**config.mk**
```make
export PLATFORM = sky130hd
export DESIGN_NAME = jtbubl_pal_sched
export DESIGN_NICKNAME = d
export VERILOG_FILES = /design/src/rtl/jtbubl_pal_sched.sv
export SDC_FILE = /design/constraint.sdc
export NUM_CORES = 1
export LEC_CHECK = 0
export ABC_AREA = 1
export BUFFER_PORTS_ARGS = -buffer_cell sky130_fd_sc_hd__buf_4
export CAP_MARGIN = 20
export CORE_MARGIN = 10
export CORE_UTILIZATION = 50
export CTS_BUF_LIST = sky130_fd_sc_hd__clkbuf_8
export DETAILED_ROUTE_END_ITERATION = 7
export PLACE_DENSITY = 0.69
export SLEW_MARGIN = 20
export SYNTH_ARGS = -nofsm -noshare
export SYNTH_HDL_FRONTEND = slang
export SYNTH_SLANG_ARGS = --single-unit
```
**constraint.sdc**
```tcl
create_clock -name clk -period 3 [get_ports clk]
set_clock_uncertainty 0.1 [all_clocks]
set_input_delay 0.45 -clock clk [delete_from_list [all_inputs] [get_ports clk]]
set_output_delay 0.45 -clock clk [all_outputs]
set_load 0.05 [all_outputs]
```
**src/rtl/jtbubl_pal_sched.sv**
```systemverilog
// -----------------------------------------------------------------------------
// jtbubl_pal_sched
//   Write scheduler for the two byte-lane palette RAMs (even/odd lanes,
//   256 entries each). CPU palette writes are queued in a small FIFO and
//   committed to RAM port 0 only in allowed slots (blanking, or any cycle when
//   ANYTIME=1). A clear engine zeroes all 512 palette bytes after reset or on
//   request.
//
// Parameters
//   FIFO_AW   log2 of write FIFO depth
//   ANYTIME   0: commit only while ~LHBL | ~LVBL, 1: commit in any cycle
//
// Optional feature (compile-time macro JTBUBL_PAL_FWD_EN)
//   Defined    : CPU reads of a byte address that matches a queued entry
//                return the newest matching entry's data.
//   Not defined: pal_dout is always raw RAM data.
//
// Ports
//   clk        system clock, all logic on rising edge
//   rst        synchronous active-high reset
//   LHBL/LVBL  horizontal / vertical blank, active low
//   pal_cs     CPU palette chip select
//   cpu_rnw    CPU read(1) / write(0)
//   cpu_addr   CPU byte address, bit 0 selects the odd lane
//   cpu_dout   CPU write data
//   cpu_wait   stall: write pending while the FIFO is full
//   clr_req    pulse: start a full palette clear
//   clr_busy   clear engine running
//   ram_addr   palette RAM port-0 address (registered)
//   ram_din    palette RAM port-0 write data (registered)
//   ram_we0    even-lane write enable (registered)
//   ram_we1    odd-lane write enable (registered)
//   pal_even   even-lane read data
//   pal_odd    odd-lane read data
//   pal_dout   CPU read data
// -----------------------------------------------------------------------------
module jtbubl_pal_sched #(
    parameter int FIFO_AW = 2,
    parameter bit ANYTIME = 1'b0
) (
    input  logic       clk,
    input  logic       rst,
    input  logic       LHBL,
    input  logic       LVBL,
    input  logic       pal_cs,
    input  logic       cpu_rnw,
    input  logic [8:0] cpu_addr,
    input  logic [7:0] cpu_dout,
    output logic       cpu_wait,
    input  logic       clr_req,
    output logic       clr_busy,
    output logic [7:0] ram_addr,
    output logic [7:0] ram_din,
    output logic       ram_we0,
    output logic       ram_we1,
    input  logic [7:0] pal_even,
    input  logic [7:0] pal_odd,
    output logic [7:0] pal_dout
);

    localparam int DEPTH = 1 << FIFO_AW;

    typedef enum logic {
        ST_CLEAR,
        ST_RUN
    } state_t;

    typedef struct packed {
        logic [8:0] addr;
        logic [7:0] data;
    } entry_t;

    state_t             state;
    state_t             state_nx;
    logic [7:0]         clr_cnt;

    entry_t             fifo_mem [DEPTH];
    entry_t             head;
    logic [FIFO_AW-1:0] wr_ptr;
    logic [FIFO_AW-1:0] rd_ptr;
    logic [FIFO_AW:0]   count;

    logic               empty;
    logic               full;
    logic               slot_ok;
    logic               wr_acc;
    logic               wr_done;
    logic               pending;
    logic               push;
    logic               pop;
    logic [7:0]         ram_rdata;

    // -------------------------------------------------------------------------
    // FIFO handshake and commit slot decision
    // -------------------------------------------------------------------------
    // NOTE: every signal driven from always_comb receives a default at the top
    // of the block, so no path can leave it unassigned and infer a latch.
    always_comb begin
        empty   = (count == '0);
        full    = (count == (FIFO_AW+1)'(DEPTH));
        slot_ok = ANYTIME | ~LHBL | ~LVBL;
        head    = fifo_mem[rd_ptr];

        // A held write access counts once: wr_done marks it as already queued
        // until pal_cs/cpu_rnw release the access.
        wr_acc  = pal_cs & ~cpu_rnw;
        pending = wr_acc & ~wr_done;

        // A clear request takes the port, so no commit happens that cycle.
        pop      = ~rst & (state == ST_RUN) & ~clr_req & ~empty & slot_ok;
        // A full FIFO still accepts a push when an entry leaves the same cycle.
        push     = ~rst & pending & (~full | pop);
        cpu_wait = ~rst & pending & full & ~pop;
    end

    // -------------------------------------------------------------------------
    // State machine: next state
    // -------------------------------------------------------------------------
    always_comb begin
        state_nx = state;
        case (state)
            ST_CLEAR: if (!clr_req && clr_cnt == 8'hFF) state_nx = ST_RUN;
            ST_RUN:   if (clr_req) state_nx = ST_CLEAR;
            default:  state_nx = ST_CLEAR;
        endcase
    end

    // -------------------------------------------------------------------------
    // State register, clear counter, FIFO pointers and RAM port outputs
    // -------------------------------------------------------------------------
    // NOTE: sequential state is updated with non-blocking assignments so every
    // register samples the pre-edge values of the others.
    always_ff @(posedge clk) begin
        if (rst) begin
            state    <= ST_CLEAR;
            clr_cnt  <= 8'd0;
            clr_busy <= 1'b1;
            wr_ptr   <= '0;
            rd_ptr   <= '0;
            count    <= '0;
            wr_done  <= 1'b0;
            ram_addr <= 8'd0;
            ram_din  <= 8'd0;
            ram_we0  <= 1'b0;
            ram_we1  <= 1'b0;
        end else begin
            state    <= state_nx;
            // Stays high through the last clear write, drops one cycle later.
            clr_busy <= (state == ST_CLEAR) | (state_nx == ST_CLEAR);

            wr_done  <= wr_acc & (wr_done | push);
            if (push) wr_ptr <= wr_ptr + 1'b1;
            if (pop)  rd_ptr <= rd_ptr + 1'b1;
            count    <= count + {{FIFO_AW{1'b0}}, push} - {{FIFO_AW{1'b0}}, pop};

            // Between writes the port address follows the CPU, so a read sees
            // the addressed word one cycle later.
            ram_we0  <= 1'b0;
            ram_we1  <= 1'b0;
            ram_addr <= cpu_addr[8:1];

            if (clr_req) begin
                clr_cnt <= 8'd0;
            end else if (state == ST_CLEAR) begin
                ram_addr <= clr_cnt;
                ram_din  <= 8'd0;
                ram_we0  <= 1'b1;
                ram_we1  <= 1'b1;
                clr_cnt  <= clr_cnt + 8'd1;
            end else if (pop) begin
                ram_addr <= head.addr[8:1];
                ram_din  <= head.data;
                ram_we0  <= ~head.addr[0];
                ram_we1  <= head.addr[0];
            end
        end
    end

    // NOTE: the FIFO storage has no reset; the pointers and count alone decide
    // which words are valid, so clearing the array would only cost logic.
    always_ff @(posedge clk) begin
        if (push) fifo_mem[wr_ptr] <= '{addr: cpu_addr, data: cpu_dout};
    end

    // -------------------------------------------------------------------------
    // CPU read path
    // -------------------------------------------------------------------------
    assign ram_rdata = cpu_addr[0] ? pal_odd : pal_even;

`ifdef JTBUBL_PAL_FWD_EN
    logic       fwd_hit;
    logic [7:0] fwd_data;

    // Walk from oldest to newest; a later match overrides an earlier one, so
    // the newest queued write to the address wins.
    always_comb begin
        fwd_hit  = 1'b0;
        fwd_data = 8'd0;
        for (int i = 0; i < DEPTH; i++) begin
            if ((FIFO_AW+1)'(i) < count &&
                fifo_mem[rd_ptr + FIFO_AW'(i)].addr == cpu_addr) begin
                fwd_hit  = 1'b1;
                fwd_data = fifo_mem[rd_ptr + FIFO_AW'(i)].data;
            end
        end
    end

    assign pal_dout = fwd_hit ? fwd_data : ram_rdata;
`else
    assign pal_dout = ram_rdata;
`endif

endmodule

```
### Word level (Yosys, flattened, before mapping)

Memories as Yosys holds them, arrays and structs flattened. A register that Yosys moved wholly into a read port is not among the register bits.
Index checks and enable logic that the tools add are counted.

* add/sub/neg operators: 5
* equality and inequality tests: 3
* multiplexer cells: 17
* bitwise gates (word level): 27
* reductions and logical operators: 5

Operators with widths (number)
* 2-to-1 mux 8 bit: 6
* NOT 1 bit: 12
* bitwise AND 1 bit: 11
* adder 8 x 1 -> 8 bit, second input constant: 1
* == test 8 bit, second input constant: 1
* 2-to-1 mux 1 bit: 8
* adder 2 x 1 -> 2 bit, second input constant: 2
* 2-to-1 mux 2 bit: 2
* bitwise OR 1 bit: 4
* adder 3 x 1 -> 3 bit: 1
* == test 3 bit, second input constant: 1
* logical NOT 3 bit: 1
* subtractor 3 x 1 -> 3 bit: 1
* != test 2 x 1 -> 1 bit, second input constant: 1
* case mux 1 bit (2 select lines): 1
* AND reduction 2 bit: 1
* OR reduction 2 bit: 1
* logical AND 1 bit: 1
* logical NOT 1 bit: 1

* bits in registers: 36
* RAM bits: 68
* input port bits: 40
* memories kept: 1

Memories
* fifo_mem: depth 4, bits a word 17, read ports 1, clocked after Yosys merged registers in 1, write ports 1, line 77 `entry_t fifo_mem [DEPTH];`

### Depth between registers and ports, before layout

Gate-level depths: netlist (run 1).

* word-level depth: 9
* gate-level depth with buffers: 15
* depth with buffers taken out: 14

### Least setup slack after synthesis (run 1)

Ideal clock, no wire load.

* path type: input-to-reg
* start point: input port clr_req
* end point: register count[2]
* library setup time: 0.121 ns
* data arrival time: 2.286 ns
* data required time: 2.779 ns
* setup slack: 0.494 ns
* stages on the path: 15
* path buffers: 1
* path through: buf_6 > inv_8 > nand2_4 > nor2_4 > nand3_4 > nand2_1 > nand2_2 > ha_1 > inv_1 > ha_1 > inv_1 > fa_1 > xnor2_1 > o21ai_0 > a21oi_1

* word-level cells in the longest chain between the ends: 8

Ends and longest elaborated chain
* start, declared: line 50 `input logic clr_req,`
* NOT 1 bit (no line) (*)
* bitwise AND 1 bit (*) (3 in a row): line 110 `pop = ~rst & (state == ST_RUN) & ~clr_req & ~empty & slot_ok;`
* bitwise OR 1 bit: line 112 `push = ~rst & pending & (~full | pop);`
* bitwise AND 1 bit: line 112
* adder 3 x 1 -> 3 bit: line 154 `count <= count + {{FIFO_AW{1'b0}}, push} - {{FIFO_AW{1'b0}}, pop};`
* subtractor 3 x 1 -> 3 bit (*): line 154
* end signal, assigned: line 154
* end, declared: line 81 `logic [FIFO_AW:0] count;`

Mark *: on every way between the ends. The rest lies on a longest branch, timed or not.
A chain may end at the register's enable or synchronous reset.

### Final worst setup path (run 1)

* start point: register count[1]
* end point: register count[2]

* word-level cells in the longest chain between the ends: 8
* elaborated cells on any way between the ends: 10
* classes of those cells: add/sub: 2; eq/ne: 1; bitwise: 6; reduce/logical: 1

Ends and longest elaborated chain
* logical NOT 3 bit: line 99 `empty = (count == '0);`
* NOT 1 bit: line 110
* bitwise AND 1 bit (2 in a row): line 110
* bitwise OR 1 bit: line 112
* bitwise AND 1 bit: line 112
* adder 3 x 1 -> 3 bit: line 154
* subtractor 3 x 1 -> 3 bit (*): line 154

Marked as above.

==> flow_summary.yaml, run 1 <==
outcome:
  status: "finished clean"
setup_path:
  reg2reg_slack_ns: 0.51
  worstRegToRegCells: 13
  cpMaxStageDelayCell: "dfxtp_1"
  worstPathCellList: "nor2_1, nand2_1, nand3_4, nand2_1, nand2_2, ha_1, inv_1, ha_1, inv_1, fa_1, xnor2_1, o21ai_0, a21oi_1"
  start_kind: "register"
  slowest_delay_ns: 0.45
  worst_setup_path_end_kind: "register"
  worstReg2RegEnd: "count[2]"
  crit_type: "reg2reg"
  regToRegStartpoint: "count[1]"
  cp.required_ns: 3.20
  critPathMaxFanout: 7
  setup.worst_path.start: "count[1]"
  arrival_time_at_the_worst_endpoint_ns: 2.69
timing:
  hold_viol: 0
  final-setup-viol-count: 0
  tns_ns: 0
  normalized_max_slew_margin_pct: 59.6
  worst_slew_pin_slew_ns: 0.605
  layout_worst_path_cycle_share_pct: 83.0
  timing.final.crit_period_ns: 2.49
  slew_limit_fails: 0
  unrepaired_setup_endpoints_after_global_routing: "no"
  max_freq_ghz: 0.401
cts:
  worst_setup_hold_path_clk_slew_ns: 0.11
  clock-root-buffer: "clkbuf_8"
  cts-resized-gates: 0
  cts.sink_count: 106
  clk-insertion-delay-late_ns: 0.36
  cts_inserted_buffers: 9
  max-clock-path-buffers: 2
  post-cts-setup-buffers: 0
  tritoncts: "done"
  htree_levels: 3
  cts_hold_repair.buffers: 0
global_routing:
  gr-usage-met1_pct: 17.2
  antenna_found_initial: 0
  global_route.usage.total_pct: 14.9
  first_global_vias: 3286
  grt_start_max_net_pins: 36
  top_usage_layer: "met2"
  met3_global_route_usage_pct: 5.08
  global_route_overflow: 0
  grt_util_met2_pct: 25.5
  grt_pass1_wl_um: 15700
min_path:
  whs_path_depth: 1
  holdCritStartpoint: "cpu_dout[6]"
  worst_hold_path_type: "in2reg"
  worstHoldEndpoint: "fifo_mem[2][6]"
layout:
  final_cell_mix: "nand2_1 (108), buf_4 (75), edfxtp_1 (68)"
  stdcell_count: 616
  final_net_count: 551
  layout.filler_cells: 716
  layout_commonest_cell: "nand2_1"
  diodes: 0
  final_layout_size_suffix_gt1_share_pct: 23.0
  flow.area_growth_from_synthesis_pct: 17.6
yosys:
  yosysWarningCount: 0
  synth_cell_types: 33
  synthesis.area_um2: 4470
  synth_seq_area_share_pct: 62.7
  ys_ff_latch: 106
  synth_cells: 436
  synth.area.top_cells: "edfxtp_1 (46%), dfxtp_1 (17%), nand2_1 (9.1%), nor2_1 (3.7%), a21oi_1 (3.1%)"
  synth.largest_area_cell: "edfxtp_1"
  synth_top_cell_area_share_pct: 45.7
  synth_net_count: 484
  avgSynthCellArea_um2: 10.3
placed_design:
  detailedPlacementHpwl_um: 6600
  buffer_ports.inserted: 67
  dp_cells: 600
  gp_routability_congestion: 0.818
die:
  core_um2: 8720
  placementRows: 34
  dieWidth_um: 115
  ioPinCount: 68
  dieArea_um2: 13100
  die_height_um: 115
  start_util_pct: 51.3
power:
  irDropWorstVdd_mv: 0.294
  cellPowerDensity_nw_per_um2: 520
  power.leakage_nw: 2.16
route:
  post_drt_wl_per_cell_um: 15.5
  route.vias.total: 3188
  drtPass1Iterations: 4
  post_drt_via_cell_ratio: 5.18
  antenna_violating_nets_post_route: 0
  postRouteWirelength_um: 9570
  detail_route.iter0.violations: 176
  drc: 0
job:
  maxCapViolCount: 0
==> registers in the layout (all words and copies together) (netlist names), named ones only <==
register  count
clr_busy      1
clr_cnt       8
count         3
fifo_mem     68
ram_addr      8
ram_din       8
ram_we0       1
ram_we1       1
rd_ptr        2
state         1
wr_done       1
wr_ptr        2
==> Yosys cell counts <==
cell type,count
o21bai_1,1
nand2_1,108
nor3_1,2
o21ai_0,28
nand3_4,1
inv_1,32
nor2_8,1
buf_4,3
fa_1,1
nand2_4,3
clkinv_1,2
nor2_4,2
nand4_2,1
o21ai_1,5
buf_6,5
edfxtp_1,68
nor2_2,1
a21oi_1,28
dfxtp_1,38
nor2_1,44
nor3_2,1
mux2_2,8
clkbuf_1,4
nand2_2,4
nand3_1,24
or2_2,2
inv_8,1
nor3b_1,1
ha_1,7
xnor2_1,1
buf_2,7
xor2_1,1
inv_2,1
==> logic make-up after synthesis <==
family          share of synthesized area [%]
buf+inv                                  6.07
simple gates                             19.4
compound gates                           7.00
fa+ha+maj                                2.41
xor+xnor                                0.392
mux                                      2.02
flops                                    62.7
==> worst max path at each step <==
stage,to,slack [ns],cells past startpoint
6_report,count[2],0.51,13
5_1_grt,count[2],0.30,13
4_1_cts,count[2],0.51,13
3_5_place_dp,count[2],0.29,15
3_3_place_gp,count[2],0.35,15
2_1_floorplan,count[2],0.49,15
==> per-layer routing <==
| metal | vias to the layer above | wire (um) |
|---|---|---|
| met3 | 13 | 712 |
| li1 | 1572 | - |
| met2 | 105 | 4690 |
| met1 | 1498 | 4030 |
| met4 | 0 | 138 |
| met5 | - | 0 |
==> stage by stage <==
step	power, mW	setup WS [ns]	area (um2)	hold WS (ns)	utilization (%)
5_1_grt	2.83	0.304	5260	0.160	60.3
6_report	2.74	0.509	5260	0.178	60.3
2_1_floorplan	1.74	0.494	4470	0.336	-
3_3_place_gp	1.82	0.354	5040	0.352	57.8
3_5_place_dp	1.83	0.286	5040	0.359	57.8
4_1_cts	2.76	0.505	5260	0.171	60.3
==> power by group <==
part	internal (mW)	switching, mW
Combinational	0.0812	0.136
Clock	0.431	0.511
Sequential	1.57	0.00744
==> critical path: cells and delay by family, from the launching register on <==
kind | cells | cell delay (ns)
DFF | 1 | 0.45
AOI/OAI and AO/OA | 2 | 0.21
and+or+nand+nor | 5 | 0.58
xor gates and xnor gates | 1 | 0.19
adders and majority gates | 3 | 0.82
buffers and inverters | 2 | 0.10
==> layout make-up <==
class | count | area [um2] | area share, %
clock buffer | 10 | 138 | 2.62
clock inverter | 6 | 81.3 | 1.55
inverter | 36 | 143 | 2.71
multi-input combinational | 275 | 1400 | 26.6
sequential | 106 | 2800 | 53.3
tap | 108 | 135 | 2.57
timing repair buffer | 75 | 563 | 10.7
(Power assumes the default switching activity.)
==> run 2: changes to the inputs <==
--- a/config.mk
+++ b/config.mk
@@ -12,7 +12,7 @@
 export CORE_UTILIZATION = 50
 export CTS_BUF_LIST = sky130_fd_sc_hd__clkbuf_8
 export DETAILED_ROUTE_END_ITERATION = 7
-export PLACE_DENSITY = 0.69
+export PLACE_DENSITY = 0.71
 export SLEW_MARGIN = 20
 export SYNTH_ARGS = -nofsm -noshare
 export SYNTH_HDL_FRONTEND = slang
==> constraint.sdc (replaced) <==
create_clock -name clk -period 2.04 [get_ports clk]
set_clock_uncertainty 0.1 [all_clocks]
set_input_delay 0.306 -clock clk [delete_from_list [all_inputs] [get_ports clk]]
set_output_delay 0.306 -clock clk [all_outputs]
set_load 0.05 [all_outputs]
==> flow_summary.yaml, run 2 (synthesis gave the netlist of run 1 again) <==
layout:
  layout.filler_cells: 683
  final_cell_mix: "nand2_1 (106), buf_4 (94), edfxtp_1 (68)"
  layout_commonest_cell: "nand2_1"
  layout.area.seq_um2: 2810
  largest_register: "fifo_mem"
  stdcell_count: 636
  postLayoutCoreUtil_pct: 62.9
  multi_input_gate_area_in_the_final_layout_um2: 1450
  largest_register_ffs: 68
  final_layout_size_suffix_gt1_share_pct: 28.2
  final_net_count: 571
  diodes: 0
  flow.area_growth_from_synthesis_pct: 22.8
power:
  power.leakage_nw: 2.26
  irDropWorstVdd_mv: 0.428
  cellPowerDensity_nw_per_um2: 747
route:
  post_drt_via_cell_ratio: 5.11
  detail_route.iter0.violations: 236
  drc: 0
  route.vias.total: 3251
  drtPass1Iterations: 5
  post_drt_wl_per_cell_um: 15.5
  antenna_violating_nets_post_route: 0
  postRouteWirelength_um: 9850
cts:
  cts_inserted_buffers: 9
  clock-root-buffer: "clkbuf_8"
  clk-insertion-delay-late_ns: 0.36
  cts.sink_count: 106
  max-clock-path-buffers: 2
  htree_levels: 3
  tritoncts: "done"
  cts_hold_repair.buffers: 0
  worst_setup_hold_path_clk_slew_ns: 0.10
die:
  die_height_um: 115
  ioPinCount: 68
  start_util_pct: 51.3
  dieWidth_um: 115
  placementRows: 34
  core_um2: 8720
  dieArea_um2: 13100
outcome:
  status: "finished clean"
setup_path:
  worst_setup_path_end_kind: "register"
  crit_type: "reg2reg"
  arrival_time_at_the_worst_endpoint_ns: 2.19
  start_kind: "register"
  critPathMaxFanout: 3
  cp.required_ns: 2.20
global_routing:
  grt_pass1_wl_um: 16100
  antenna_found_initial: 0
  global_route.usage.total_pct: 15.4
  grt_start_max_net_pins: 35
  global_route_overflow: 0
  first_global_vias: 3416
placed_design:
  detailedPlacementHpwl_um: 6920
  buffer_ports.inserted: 67
  dp_cells: 620
  gp_routability_congestion: 0.837
timing:
  layout_worst_path_cycle_share_pct: 99.4
  timing.final.crit_period_ns: 2.03
  slew_limit_fails: 0
  max_freq_ghz: 0.493
  normalized_max_slew_margin_pct: 60.3
  final-setup-viol-count: 0
  hold_viol: 0
  worst_slew_pin_slew_ns: 0.595
  unrepaired_setup_endpoints_after_global_routing: "yes"
min_path:
  worst_hold_path_type: "in2reg"
job:
  maxCapViolCount: 0
run 2: cell types whose count changed in the layout (fill, tap and decap cells not counted), sizes merged:
cell,change
bufinv,+1
clkinvlp,+1
clkinv,-1
buf,+20
clkbuf,-1
run 2: layout make-up:
class / count / share of cell area [%]
Multi-Input combinational cell: 275 / 26.5
Clock buffer: 9 / 2.26
Inverter: 36 / 2.60
Tap cell: 108 / 2.46
Sequential cell: 106 / 51.1
Clock inverter: 7 / 1.82
Timing Repair Buffer: 95 / 13.2
run 2: per-stage QoR:
step / cell area, um2 / power (mW) / hold WS, ns / setup TNS [ns] / setup slack, ns
finish: 5490 / 4.10 / 0.0317 / 0 / 0.0124
global route: 5490 / 4.23 / 0.00237 / -0.162 / -0.162
CTS: 5490 / 4.12 / 0.0196 / -0.00594 / -0.00594
detailed placement: 5250 / 2.71 / 0.359 / -0.271 / -0.198
global placement: 5250 / 2.70 / 0.351 / -0.185 / -0.161
floorplan: 4530 / 2.56 / 0.305 / -9.26 / -0.177
run 2: worst paths after layout:
path | cells after the start | startpoint | end | slack [ns]
hold reg to reg | 2 | ram_din[2] | ram_din[2] | 0.37
setup reg to reg | 13 | count[1] | count[2] | 0.01
hold / removal | 1 | cpu_dout[2] | fifo_mem[1][2] | 0.03
setup / recovery | 13 | count[1] | count[2] | 0.01
run 2: critical path, cell delays in order (launching register included):
cell and delay (ns):
dfxtp_2 0.35, nor2_1 0.10, nand2_1 0.12, nand3_4 0.10
nand2_4 0.06, nand2_4 0.07, ha_4 0.19, inv_2 0.05
ha_4 0.11, inv_2 0.03, fa_2 0.34, xnor2_2 0.14
o21ai_1 0.12, a21oi_1 0.05
run 2: what timing repair did:
item                                    CTS  global route
pin swaps                                 4             1
resized for setup                         4             0
endpoints found under the setup margin    1             1
gates cloned                              0             0
setup buffers                             0             0
run 2: where the power goes:
group | internal (mW) | total [mW] | leakage (nW) | switching, mW
Clock | 0.705 | 1.44 | 0.114 | 0.732
Sequential | 2.31 | 2.32 | 0.924 | 0.0106
Combinational | 0.136 | 0.343 | 1.23 | 0.207
run 2: metal layers:
layer  share of wire (%)  global-route usage (%)  wire length, um
met4                 1.0                    4.59              102
met2                  51                    26.5             4980
met3                 7.6                    5.77              746
met1                  41                    17.3             4030
met5                   0                       0                0
==> run 3: changes to the inputs <==
--- a/config.mk
+++ b/config.mk
@@ -6,13 +6,13 @@
 export NUM_CORES = 1
 export LEC_CHECK = 0
 export ABC_AREA = 1
-export BUFFER_PORTS_ARGS = -buffer_cell sky130_fd_sc_hd__buf_4
 export CAP_MARGIN = 20
 export CORE_MARGIN = 10
 export CORE_UTILIZATION = 50
 export CTS_BUF_LIST = sky130_fd_sc_hd__clkbuf_8
 export DETAILED_ROUTE_END_ITERATION = 7
-export PLACE_DENSITY = 0.71
+export DONT_BUFFER_PORTS = 1
+export PLACE_DENSITY = 0.65
 export SLEW_MARGIN = 20
 export SYNTH_ARGS = -nofsm -noshare
 export SYNTH_HDL_FRONTEND = slang
==> flow_summary.yaml, run 3 (synthesis gave the netlist of run 1 again) <==
setup_path:
  cpMaxStageDelayCell: "dfxtp_2"
  path_delay_family: "adder cells"
  slowest_delay_ns: 0.35
  worstPathCellList: "nor3_2, buf_4, nand2_4, nand2_4, ha_4, inv_2, ha_4, inv_2, fa_2, xnor2_2, o21ai_1, a21oi_1"
  crit_type: "reg2reg"
  worst_setup_path_end_kind: "register"
  arrival_time_at_the_worst_endpoint_ns: 2.16
  critPathMaxFanout: 3
  critical_path.n_buffers_inverters: 3
  start_kind: "register"
  cp.required_ns: 2.19
layout:
  final_net_count: 532
  multi_input_gate_area_in_the_final_layout_um2: 1460
  layout_commonest_cell: "nand2_1"
  postLayoutCoreUtil_pct: 61.1
  largest_register_ffs: 68
  largest_register: "fifo_mem"
  final_cell_mix: "nand2_1 (106), edfxtp_1 (68), nor2_1 (42)"
  final_layout_size_suffix_gt1_share_pct: 16.6
  flow.area_growth_from_synthesis_pct: 19.1
  layout.filler_cells: 691
  layout.area.seq_um2: 2810
  diodes: 0
route:
  antenna_violating_nets_post_route: 0
  postRouteWirelength_um: 9330
  post_drt_wl_per_cell_um: 15.6
  post_drt_via_cell_ratio: 5.20
  detail_route.iter0.violations: 161
  route.vias.total: 3102
  drc: 0
  drtPass1Iterations: 4
min_path:
  worst_hold_path_type: "in2reg"
cts:
  worst_setup_hold_path_clk_slew_ns: 0.10
  clk-insertion-delay-late_ns: 0.35
  max-clock-path-buffers: 2
  tritoncts: "done"
  clock-root-buffer: "clkbuf_8"
  cts_inserted_buffers: 9
  cts.sink_count: 106
  htree_levels: 3
placed_design:
  dpl_worst_slack_ns: -0.0755
  buffer_ports.inserted: 0
  detailedPlacementHpwl_um: 6250
  gp_routability_congestion: 0.823
global_routing:
  met3_global_route_usage_pct: 4.66
  gr-usage-met1_pct: 17.6
  grt_util_met2_pct: 25.2
  global_route_overflow: 0
  global_route.usage.total_pct: 14.7
  grt_pass1_wl_um: 15600
  first_global_vias: 3169
  antenna_found_initial: 0
  grt_start_max_net_pins: 35
  top_usage_layer: "met2"
die:
  die_height_um: 115
  dieWidth_um: 115
  dieArea_um2: 13100
  placementRows: 34
  ioPinCount: 68
  start_util_pct: 51.3
  core_um2: 8720
outcome:
  status: "finished clean"
power:
  cellPowerDensity_nw_per_um2: 778
  power.leakage_nw: 2.09
  finalPower_mw: 4.14
  irDropWorstVdd_mv: 0.394
timing:
  max_freq_ghz: 0.497
  tns_ns: 0
  timing.final.crit_period_ns: 2.01
  final_critical_path_setup_slack_ns: 0.0265
  hold_viol: 0
  worst_hold_slack_ns: 0.0401
  slew_limit_fails: 0
  worst_slew_pin_slew_ns: 0.545
  final-setup-viol-count: 0
  layout_worst_path_cycle_share_pct: 98.7
  unrepaired_setup_endpoints_after_global_routing: "yes"
  normalized_max_slew_margin_pct: 63.6
job:
  maxCapViolCount: 0
run 3: where the power goes:
part           leakage (nW)  internal (mW)  switching, mW
combinational          1.03         0.0852          0.139
clock                 0.129          0.833          0.726
sequential            0.925           2.31         0.0511
total                  2.09           3.23          0.916
run 3: metal layers:
metal,share of wire [%],vias up
met5,0,-
met2,49,85
met4,0.77,0
li1,-,1534
met3,5.9,4
met1,44,1479
run 3: timing repair:
item	in CTS	in global routing
setup buffers	1	0
pin swaps	4	1
endpoints found under the setup margin	1	12
hold endpoints to repair	88	0
gates resized for setup	5	5
hold buffers	32	0
run 3: final timing paths:
| check | start | to | slack, ns | cells after the start |
|---|---|---|---|---|
| max | count[1] | count[2] | 0.03 | 12 |
| min | clr_req | ram_addr[3] | 0.04 | 2 |
| max reg2reg | count[1] | count[2] | 0.03 | 12 |
| min reg2reg | wr_done | wr_done | 0.40 | 2 |
run 3: stage by stage:
step	instance area, um2	cells
after floorplan	4530	436
after global placement	4730	548
after detailed placement	4730	548
after CTS	5320	597
after global routing	5330	597
final	5330	597
run 3: final cells by class:
class | instances | area share (%)
Tap cell | 108 | 2.54
Multi-Input combinational cell | 275 | 27.3
Sequential cell | 106 | 52.7
Inverter | 36 | 2.80
Clock buffer | 9 | 2.33
Clock inverter | 7 | 2.35
Timing Repair Buffer | 56 | 9.94
